==> config.mk <==
export PLATFORM = sky130hd
export DESIGN_NAME = im_boot_loader
export DESIGN_NICKNAME = d
export VERILOG_FILES = /design/src/rtl/imload_pkg.sv /design/src/rtl/imload_word_asm.sv /design/src/rtl/im_boot_loader.sv
export SDC_FILE = /design/constraint.sdc
export NUM_CORES = 1
export LEC_CHECK = 0
export CORE_MARGIN = 4
export CORE_UTILIZATION = 45
export CTS_CLUSTER_SIZE = 28
export DETAILED_ROUTE_END_ITERATION = 10
export DONT_BUFFER_PORTS = 1
export GPL_ROUTABILITY_DRIVEN = 0
export SYNTH_ARGS = -nofsm -noshare
export SYNTH_HDL_FRONTEND = slang
export SYNTH_HIERARCHICAL = 1
export SYNTH_SLANG_ARGS = --single-unit
export TNS_END_PERCENT = 30
==> constraint.sdc <==
create_clock -name Clock -period 4 [get_ports Clock]
set_input_delay 1.2 -clock Clock [delete_from_list [all_inputs] [get_ports Clock]]
set_output_delay 1.2 -clock Clock [all_outputs]
set_load 0.01 [all_outputs]
==> src/rtl/imload_pkg.sv <==
// Shared types and constants for the instruction-memory boot loader.
package imload_pkg;

  localparam int unsigned IM_DEPTH          = 2048;
  localparam int unsigned IM_AW             = 11;
  localparam logic [7:0]  SYNC_BYTE_DEFAULT = 8'h55;

  typedef enum logic [2:0] {
    SYNC,
    CNT_LO,
    CNT_HI,
    DATA,
    WRITE,
    CSUM,
    DONE,
    ERROR
  } imload_state_e;

endpackage

==> src/rtl/imload_word_asm.sv <==
// Little-endian byte-to-word assembler with running XOR of frame bytes.
// Optional checksum accumulation is built only with IMLOAD_CHECKSUM_EN.
module imload_word_asm
  import imload_pkg::*;
(
  input  logic        Clock,
  input  logic        Reset,
  input  logic        clear_i,
  input  logic        shift_i,
  input  logic [7:0]  byte_i,
`ifdef IMLOAD_CHECKSUM_EN
  input  logic        csum_en_i,
  output logic [7:0]  csum_o,
`endif
  output logic [31:0] word_o,
  output logic        word_ready_o
);

  logic [1:0]  idx_q, idx_d;
  logic [31:0] word_q, word_d;

  always_comb begin
    idx_d  = idx_q;
    word_d = word_q;
    if (clear_i) begin
      idx_d = '0;
    end else if (shift_i) begin
      word_d[{idx_q, 3'b000} +: 8] = byte_i;
      idx_d = idx_q + 2'd1;
    end
  end

  always_ff @(posedge Clock) begin
    if (Reset) begin
      idx_q  <= '0;
      word_q <= '0;
    end else begin
      idx_q  <= idx_d;
      word_q <= word_d;
    end
  end

  // High while the next shifted byte completes the current word.
  assign word_ready_o = (idx_q == 2'd3);
  assign word_o       = word_q;

`ifdef IMLOAD_CHECKSUM_EN
  logic [7:0] csum_q, csum_d;

  always_comb begin
    csum_d = csum_q;
    if (clear_i) begin
      csum_d = '0;
    end else if (csum_en_i) begin
      csum_d = csum_q ^ byte_i;
    end
  end

  always_ff @(posedge Clock) begin
    if (Reset) begin
      csum_q <= '0;
    end else begin
      csum_q <= csum_d;
    end
  end

  assign csum_o = csum_q;
`endif

endmodule

==> src/rtl/im_boot_loader.sv <==
// Serial boot loader: holds the CPU, writes a framed image into IM, then hands IM back.
// Define IMLOAD_CHECKSUM_EN to require a trailing XOR checksum byte per frame.
module im_boot_loader
  import imload_pkg::*;
#(
  parameter int unsigned TIMEOUT_CYCLES = 50_000_000,
  parameter logic [7:0]  SYNC_BYTE      = SYNC_BYTE_DEFAULT
) (
  input  logic        Clock,
  input  logic        Reset,
  input  logic        charReady,
  input  logic [7:0]  RXchar,
  output logic        readRX,
  input  logic        cpuStoreI,
  input  logic [10:0] cpuAddr,
  input  logic [31:0] cpuData,
  output logic        imWe,
  output logic [10:0] imAddr,
  output logic [31:0] imDin,
  output logic        cpuHold,
  output logic        loadDone,
  output logic        loadError
);

  localparam int unsigned     TW           = $clog2(TIMEOUT_CYCLES + 1);
  localparam logic [TW-1:0]   TIMEOUT_LAST = TW'(TIMEOUT_CYCLES - 1);
  localparam logic [15:0]     DEPTH16      = 16'(IM_DEPTH);
  localparam logic [IM_AW:0]  ONE_WORD     = {{IM_AW{1'b0}}, 1'b1};

  imload_state_e    state_q, state_d;
  logic [IM_AW-1:0] addr_q, addr_d;
  logic [IM_AW:0]   remaining_q, remaining_d;
  logic [7:0]       count_lo_q, count_lo_d;
  logic [TW-1:0]    timer_q, timer_d;
  logic             armed_q, armed_d;
  logic             load_error_q, load_error_d;
  logic             gap_q, gap_d;

  logic             receiving;
  logic             consume;
  logic             frame_start;
  logic             shift;
  logic             word_ready;
  logic [31:0]      word;
  logic [15:0]      count;

  always_comb begin
    case (state_q)
      SYNC, CNT_LO, CNT_HI, DATA: receiving = 1'b1;
`ifdef IMLOAD_CHECKSUM_EN
      CSUM:                       receiving = 1'b1;
`endif
      default:                    receiving = 1'b0;
    endcase
  end

  // gap_q enforces the idle cycle while rs232 still shows the stale byte.
  assign consume     = receiving && charReady && !gap_q && !Reset;
  assign frame_start = consume && (state_q == SYNC) && (RXchar == SYNC_BYTE);
  assign shift       = consume && (state_q == DATA);
  assign count       = {RXchar, count_lo_q};

`ifdef IMLOAD_CHECKSUM_EN
  logic       csum_en;
  logic [7:0] csum;

  assign csum_en = consume && (state_q inside {CNT_LO, CNT_HI, DATA});
`endif

  imload_word_asm u_word_asm (
    .Clock        (Clock),
    .Reset        (Reset),
    .clear_i      (frame_start),
    .shift_i      (shift),
    .byte_i       (RXchar),
`ifdef IMLOAD_CHECKSUM_EN
    .csum_en_i    (csum_en),
    .csum_o       (csum),
`endif
    .word_o       (word),
    .word_ready_o (word_ready)
  );

  always_comb begin
    state_d      = state_q;
    addr_d       = addr_q;
    remaining_d  = remaining_q;
    count_lo_d   = count_lo_q;
    timer_d      = timer_q;
    armed_d      = armed_q;
    load_error_d = load_error_q;
    gap_d        = consume;
    case (state_q)
      SYNC: begin
        if (frame_start) begin
          state_d = CNT_LO;
          addr_d  = '0;
        end else if (armed_q) begin
          if (timer_q == TIMEOUT_LAST) begin
            state_d = DONE;
          end else begin
            timer_d = timer_q + TW'(1);
          end
        end
      end
      CNT_LO: begin
        if (consume) begin
          count_lo_d = RXchar;
          state_d    = CNT_HI;
        end
      end
      CNT_HI: begin
        if (consume) begin
          if (count > DEPTH16) begin
            state_d = ERROR;
          end else if (count == '0) begin
            state_d = CSUM;
          end else begin
            remaining_d = count[IM_AW:0];
            state_d     = DATA;
          end
        end
      end
      DATA: begin
        if (shift && word_ready) begin
          state_d = WRITE;
        end
      end
      WRITE: begin
        addr_d      = addr_q + IM_AW'(1);
        remaining_d = remaining_q - ONE_WORD;
        state_d     = (remaining_q == ONE_WORD) ? CSUM : DATA;
      end
      CSUM: begin
`ifdef IMLOAD_CHECKSUM_EN
        if (consume) begin
          if (RXchar == csum) begin
            state_d      = DONE;
            load_error_d = 1'b0;
          end else begin
            state_d = ERROR;
          end
        end
`else
        state_d      = DONE;
        load_error_d = 1'b0;
`endif
      end
      ERROR: begin
        load_error_d = 1'b1;
        armed_d      = 1'b0;
        state_d      = SYNC;
      end
      default: begin
        state_d = state_q;
      end
    endcase
  end

  always_ff @(posedge Clock) begin
    if (Reset) begin
      state_q      <= SYNC;
      addr_q       <= '0;
      remaining_q  <= '0;
      count_lo_q   <= '0;
      timer_q      <= '0;
      armed_q      <= 1'b1;
      load_error_q <= 1'b0;
      gap_q        <= 1'b0;
    end else begin
      state_q      <= state_d;
      addr_q       <= addr_d;
      remaining_q  <= remaining_d;
      count_lo_q   <= count_lo_d;
      timer_q      <= timer_d;
      armed_q      <= armed_d;
      load_error_q <= load_error_d;
      gap_q        <= gap_d;
    end
  end

  always_comb begin
    readRX    = consume;
    cpuHold   = (state_q != DONE);
    loadDone  = (state_q == DONE);
    loadError = load_error_q;
    if (state_q == DONE) begin
      imWe   = cpuStoreI;
      imAddr = cpuAddr;
      imDin  = cpuData;
    end else begin
      imWe   = (state_q == WRITE);
      imAddr = addr_q;
      imDin  = word;
    end
  end

endmodule

* Yosys cells after proc, flatten, opt, wreduce, memory -nomap -nowiden
Cells that the tools add are included.
** Word-level totals
- Flip-flop bits (word level) :: 97
- Latch bits :: 0
- RAM bits :: 0
- Memory bits (read-only) :: 0
- Word-level logic and storage cells :: 85
- Memories :: 0
** Operators by class
- $add $sub $neg :: 5
- Multiply operators :: 0
- Divide/modulo/power cells :: 0
- Order comparisons :: 1
- Equal/unequal tests :: 20
- Shift operators :: 2
- Muxes and demuxes :: 22
- Bitwise operators :: 2
- Reductions and logical operators :: 23
** Operators by type and width (count)
- 12-bit 2-to-1 mux :: 3
- 32-bit bitwise mux :: 1
- 32-bit 2-to-1 mux :: 1
- 8-bit by 7-bit variable shift with 32-bit output (first input constant) :: 1
- 8-bit by 7-bit indexed part select with 32-bit output :: 1
- 3-bit 2-to-1 mux :: 9
- 26-bit by 1-bit adder with 26-bit output (second input constant) :: 1
- 26-bit equality test (second input constant) :: 1
- 12-bit case mux with 2 select lines :: 1
- 11-bit 2-to-1 mux :: 2
- 11-bit case mux with 2 select lines :: 1
- 3-bit case mux with 7 select lines :: 1
- 16-bit by 12-bit greater-than comparator with 1-bit output (second input constant) :: 1
- 16-bit logical NOT :: 1
- 12-bit by 1-bit equality test with 1-bit output (second input constant) :: 1
- 3-bit equality test (second input constant) :: 4
- 12-bit by 1-bit subtractor with 12-bit output (second input constant) :: 1
- 11-bit by 1-bit adder with 11-bit output (second input constant) :: 1
- 2-bit inequality test (second input constant) :: 5
- 8-bit by 7-bit equality test with 1-bit output (second input constant) :: 1
- 4-bit AND reduction :: 2
- 1-bit logical AND :: 7
- 5-bit negation with 7-bit output :: 1
- 7-bit nonzero test :: 1
- 17 further kinds :: 26

* Depth between registers and ports, before layout
- Depth in word-level cells :: 10
- Mapped depth :: 10

* Cells and area by module
The synthesis kept the hierarchy.
** Modules (own cells, without submodules)
- im_boot_loader :: times used 1, cells each 481, area each 4050.1 um2, seq. area each 1261.2 um2
- imload_word_asm :: times used 1, cells each 112, area each 1335.0 um2, seq. area each 680.7 um2

* Worst setup path after synthesis
No wires, ideal clock.
- Kind :: in2reg
- Start point :: input Reset
- End point :: register u_word_asm.word_q[11] (netlist: u_word_asm/word_o[11])
- Library setup time :: 59 ps
- Arrival :: 3758 ps
- Setup slack :: 183 ps
- Cell stages on the path :: 9
- Buffers on the path :: 2
- Cell sequence :: buf_6 -> or4b_4 -> buf_6 -> clkinv_2 -> nand3_1 -> nor3_1 -> nor2b_1 -> a21oi_2 -> a22o_1
** On the way
- Word-level cells in the longest chain between the ends :: 6
- Elaborated cells between the ends (all ways) :: 7
- Classes of those cells :: bitwise: 1; reduce/logical: 6
** Ends and longest elaborated chain
- start: declaration :: line im_boot_loader.sv:10 : input logic Reset,
- 1-bit logical NOT :: line im_boot_loader.sv:58 : assign consume = receiving && charReady && !gap_q && !Reset;
- 1-bit logical AND :: line im_boot_loader.sv:58
- via readRX :: line im_boot_loader.sv:13 : output logic readRX,
- 1-bit logical AND (2 in series) :: line im_boot_loader.sv:59 : assign frame_start = consume && (state_q == SYNC) && (RXchar == SYNC_BYTE);
- via frame_start :: line im_boot_loader.sv:41 : logic frame_start;
- 1-bit inverter (no source line)
- 2-bit AND reduction (no source line)
- end signal: assignment :: line imload_word_asm.sv:39 : word_q <= word_d;
- end: declaration :: line imload_word_asm.sv:20 : logic [31:0] word_q, word_d;
The timed path passes the listed nets, and every way through them passes these cells.
A chain may end at the register's enable or synchronous reset.

* Final worst setup path
- Start point :: register state_q[2]
- End point :: output imDin[10]
** On the way
- Word-level cells in the longest chain between the ends :: 2
** Ends and longest elaborated chain
- start: declaration :: line im_boot_loader.sv:30 : imload_state_e state_q, state_d;
- start signal: assignment :: line im_boot_loader.sv:171 : state_q <= state_d;
- 3-bit equality test :: line im_boot_loader.sv:187 : if (state_q == DONE) begin
- 32-bit 2-to-1 mux :: line im_boot_loader.sv:187
- end: declaration :: line im_boot_loader.sv:19 : output logic [31:0] imDin,
No other way between the ends.

==> metrics.md <==
| Metric | Value |
|---|---|
| Top cell type's share of synthesized area | 36.1% |
| Synthesized instance count | 593 |
| Crit Path Max Fanout | 22 |
| Initial antenna violation count | 0 |
| Total area of sequential cells | 1940 µm² |
| I/O Buffers | 0 |
| Endpoints failing setup | 0 |
| Hold Vio Cnt, Final | 0 |
| Total gr overflow | 0 |
| Fin crit share | 86.7% |
| RSZ-0062 raised after global routing | no |
| Cell Pwr Density | 479 nW/µm² |
| Hold Buf Count CTS | 0 |
| Area leader, netlist | dfxtp_1 |
| Number of flops mapped to enable cells by yosys | 0 |
| Initial core utilization | 46.6% |
| Clk_lat worst skew | 350 ps |
| Max stage delay on crit path | 580 ps |
| Clock power share | 31.9% |
| Slew @ Worst Pin | 607 ps |
| # rows | 39 |
| Most common cell after layout, fill and taps aside | dfxtp_1 |
| Synthesized area | 5390 µm² |
| Synth Area in Adders | 2.32% |
| Tmin final | 3470 ps |
| Total track usage | 18.8% |
| Seq pwr share | 40.8% |
| NetSw | 924 µW |
| Main combinational cell family by area after synthesis | simple AND/OR/NAND/NOR gates |
| Fillers | 1,101 |
| Combinational power share | 27.3% |
| TritonCTS clock tree | yes |
| Simple-gate share of the synthesized area | 23.8% |
| DR WL/cell | 18.4 µm |
| Post-synthesis mux area share | 11.3% |
| Die Wd | 117 µm |
| Critical Path End Type | output port |
| Max stage delay cell, worst path | dfxtp_1 |
| Post-DP HPWL | 9330 µm |
| Nets | 640 |
| Number of global-route vias before repair | 4,313 |
| Crit path required time | 2800 ps |
| Most frequent cells in the layout | dfxtp_1 (97), mux2_2 (46), nor2_1 (46) |
| Register area share after synthesis | 36.1% |
| Clock sink count | 97 |
| TNS Setup | 0 ps |
| Multi-input combinational cell area | 3210 µm² |
| Routed WL | 13,300 µm |
| Post-CTS setup buffers | 0 |
| Clock Pin Slew Worst Setup and Hold Paths | 70 ps |
| Longest Clk Path Bufs | 2 |
| Max Cap Viol | 0 |
| CTS Buf Count | 9 |
| Sw frac | 33.6% |
| Pin count of the biggest net entering global routing | 86 |
| DRT iter0 DRCs | 326 |
| # diodes | 0 |
| DRC violations left | 0 |
| Int Power | 1820 µW |
| Synth Flop Type | dfxtp_1 |
| Via density | 6.25 |
| Ys Warns | 6 |
| Synth Area in XOR/XNOR | 1.63% |
| Cell family with most CP delay | buffers and inverters |
| Clk_skew | 8.12 ps |
| Synth Area in Compound Gates | 20.4% |
| Post-CTS sizing | 0 |
| Maximum VDD drop | 337 µV |
| Clock root buffer | clkbuf_16 |
| Max H-tree Level | 3 |
| Core area | 11,600 µm² |
| Setup ws final | 533 ps |
| Avg Inst Size Synth | 9.08 µm² |
| Status | finished clean |
| Synth async-reset ratio | 0% |
| Slew Viols, Final | 0 |
| Synth-to-Final Area Change | 6.44% |
| Synthesis-stage register bit count | 97 |
| WHS | 452 ps |
| Vert. Die Dim | 117 µm |
| Die area | 13,800 µm² |
| Synth top area cells | dfxtp_1 (36%), mux2_2 (9.6%), a22o_1 (3.9%) |
| Hold Crit Class | reg -> reg |
| CP Class | reg -> out |
| DRT Pass-1 Iters | 6 |
| Num ports | 103 |
| Crit-path cells | nand2_1 -> inv_2 -> buf_4 -> mux2_2 |
| Critical path launch point type | flop |
| FMAX | 288 MHz |
| Syn_nets | 658 |
| DRT antenna net count | 0 |
| Worst Path Arrival | 2270 ps |
| First-pass GRT wire length | 21,900 µm |
| Slew Limit Headroom | 59.5% |
| Place WS | 622 ps |
| Synth cell types | 74 |
| CP Buf/Inv Count | 2 |
| Share of cells above drive strength 1 | 15.7% |
| P_leak | 0.00204 µW |
| Vias post-DR | 4,516 |
[area by class of cell]
class                           count  share of cell area, %
Timing Repair Buffer                8                   1.05
Clock inverter                      5                   1.11
Clock buffer                       11                   4.06
Sequential cell                    97                   33.9
Multi-Input combinational cell    447                   56.0
Inverter                           12                  0.808
Tap cell                          143                   3.12
[routing by layer]
metal  GRT usage, %  wire, µm
met2           28.5      5940
met3           3.99       735
met1           26.4      6400
met5              0         0
met4           6.38       192
[power by group through the flow]
| stage | combinational, µW | sequential (µW) | clock, µW |
|---|---|---|---|
| 6_report | 750 | 1120 | 876 |
| 5_1_grt | 835 | 1130 | 928 |
| 4_1_cts | 742 | 1120 | 891 |
| 3_5_place_dp | 739 | 1140 | 0 |
| 3_3_place_gp | 738 | 1140 | 0 |
| 2_1_floorplan | 633 | 1120 | 0 |
[per-stage QoR]
step,power (µW),cell area (µm²),std cells,utilization (%)
after global routing,2890,5730,723,49.6
after detailed placement,1880,5440,707,47.0
final,2750,5730,723,49.6
after CTS,2750,5730,723,49.6
after floorplan,1750,5390,593,-
after global placement,1870,5440,707,47.0
[cell families after synthesis]
group / count (synthesis)
buffers and inverters: 49
AND/OR/NAND/NOR: 223
multiplexers: 55
AO/OA/AOI/OAI: 149
adder cells (fa/ha/maj): 10
flip-flops: 97
XOR/XNOR: 10
[registers in the layout, summed over array words and instances, names as in the netlist]
| signal | count |
|---|---|
| state_q | 3 |
| gap_q | 1 |
| u_word_asm/word_o | 32 |
| remaining_q | 12 |
| u_word_asm/idx_q | 2 |
| timer_q | 26 |
| addr_q | 11 |
| count_lo_q | 8 |
| loadError | 1 |
| armed_q | 1 |
[synthesized netlist by cell type, drive strengths merged, types with 15 or more instances]
cell type,instances
a21oi,42
a22o,24
buf,21
clkbuf,16
dfxtp,97
mux2,46
nand2,37
nand3,20
nand4,16
nor2,46
nor2b,16
nor3,16
o31ai,15
or4,20
[worst min-delay path: cells and delay by family (launching register included)]
kind             cells  cell delay (ps)
flip-flops           1              310
AND/OR/NAND/NOR      2               90
[path summary, 6_finish.rpt]
kind                      startpoint                           to  slack, ps  depth (start not counted)
max          state_q[2]$_SDFFE_PP0P_                    imDin[10]        530                          4
min reg2reg     armed_q$_SDFFE_PP1P_         armed_q$_SDFFE_PP1P_        450                          2
max reg2reg  state_q[2]$_SDFFE_PP0P_  remaining_q[9]$_SDFFE_PP0P_       1350                          5
min             armed_q$_SDFFE_PP1P_         armed_q$_SDFFE_PP1P_        450                          2
Power figures use the tool's default switching activity.
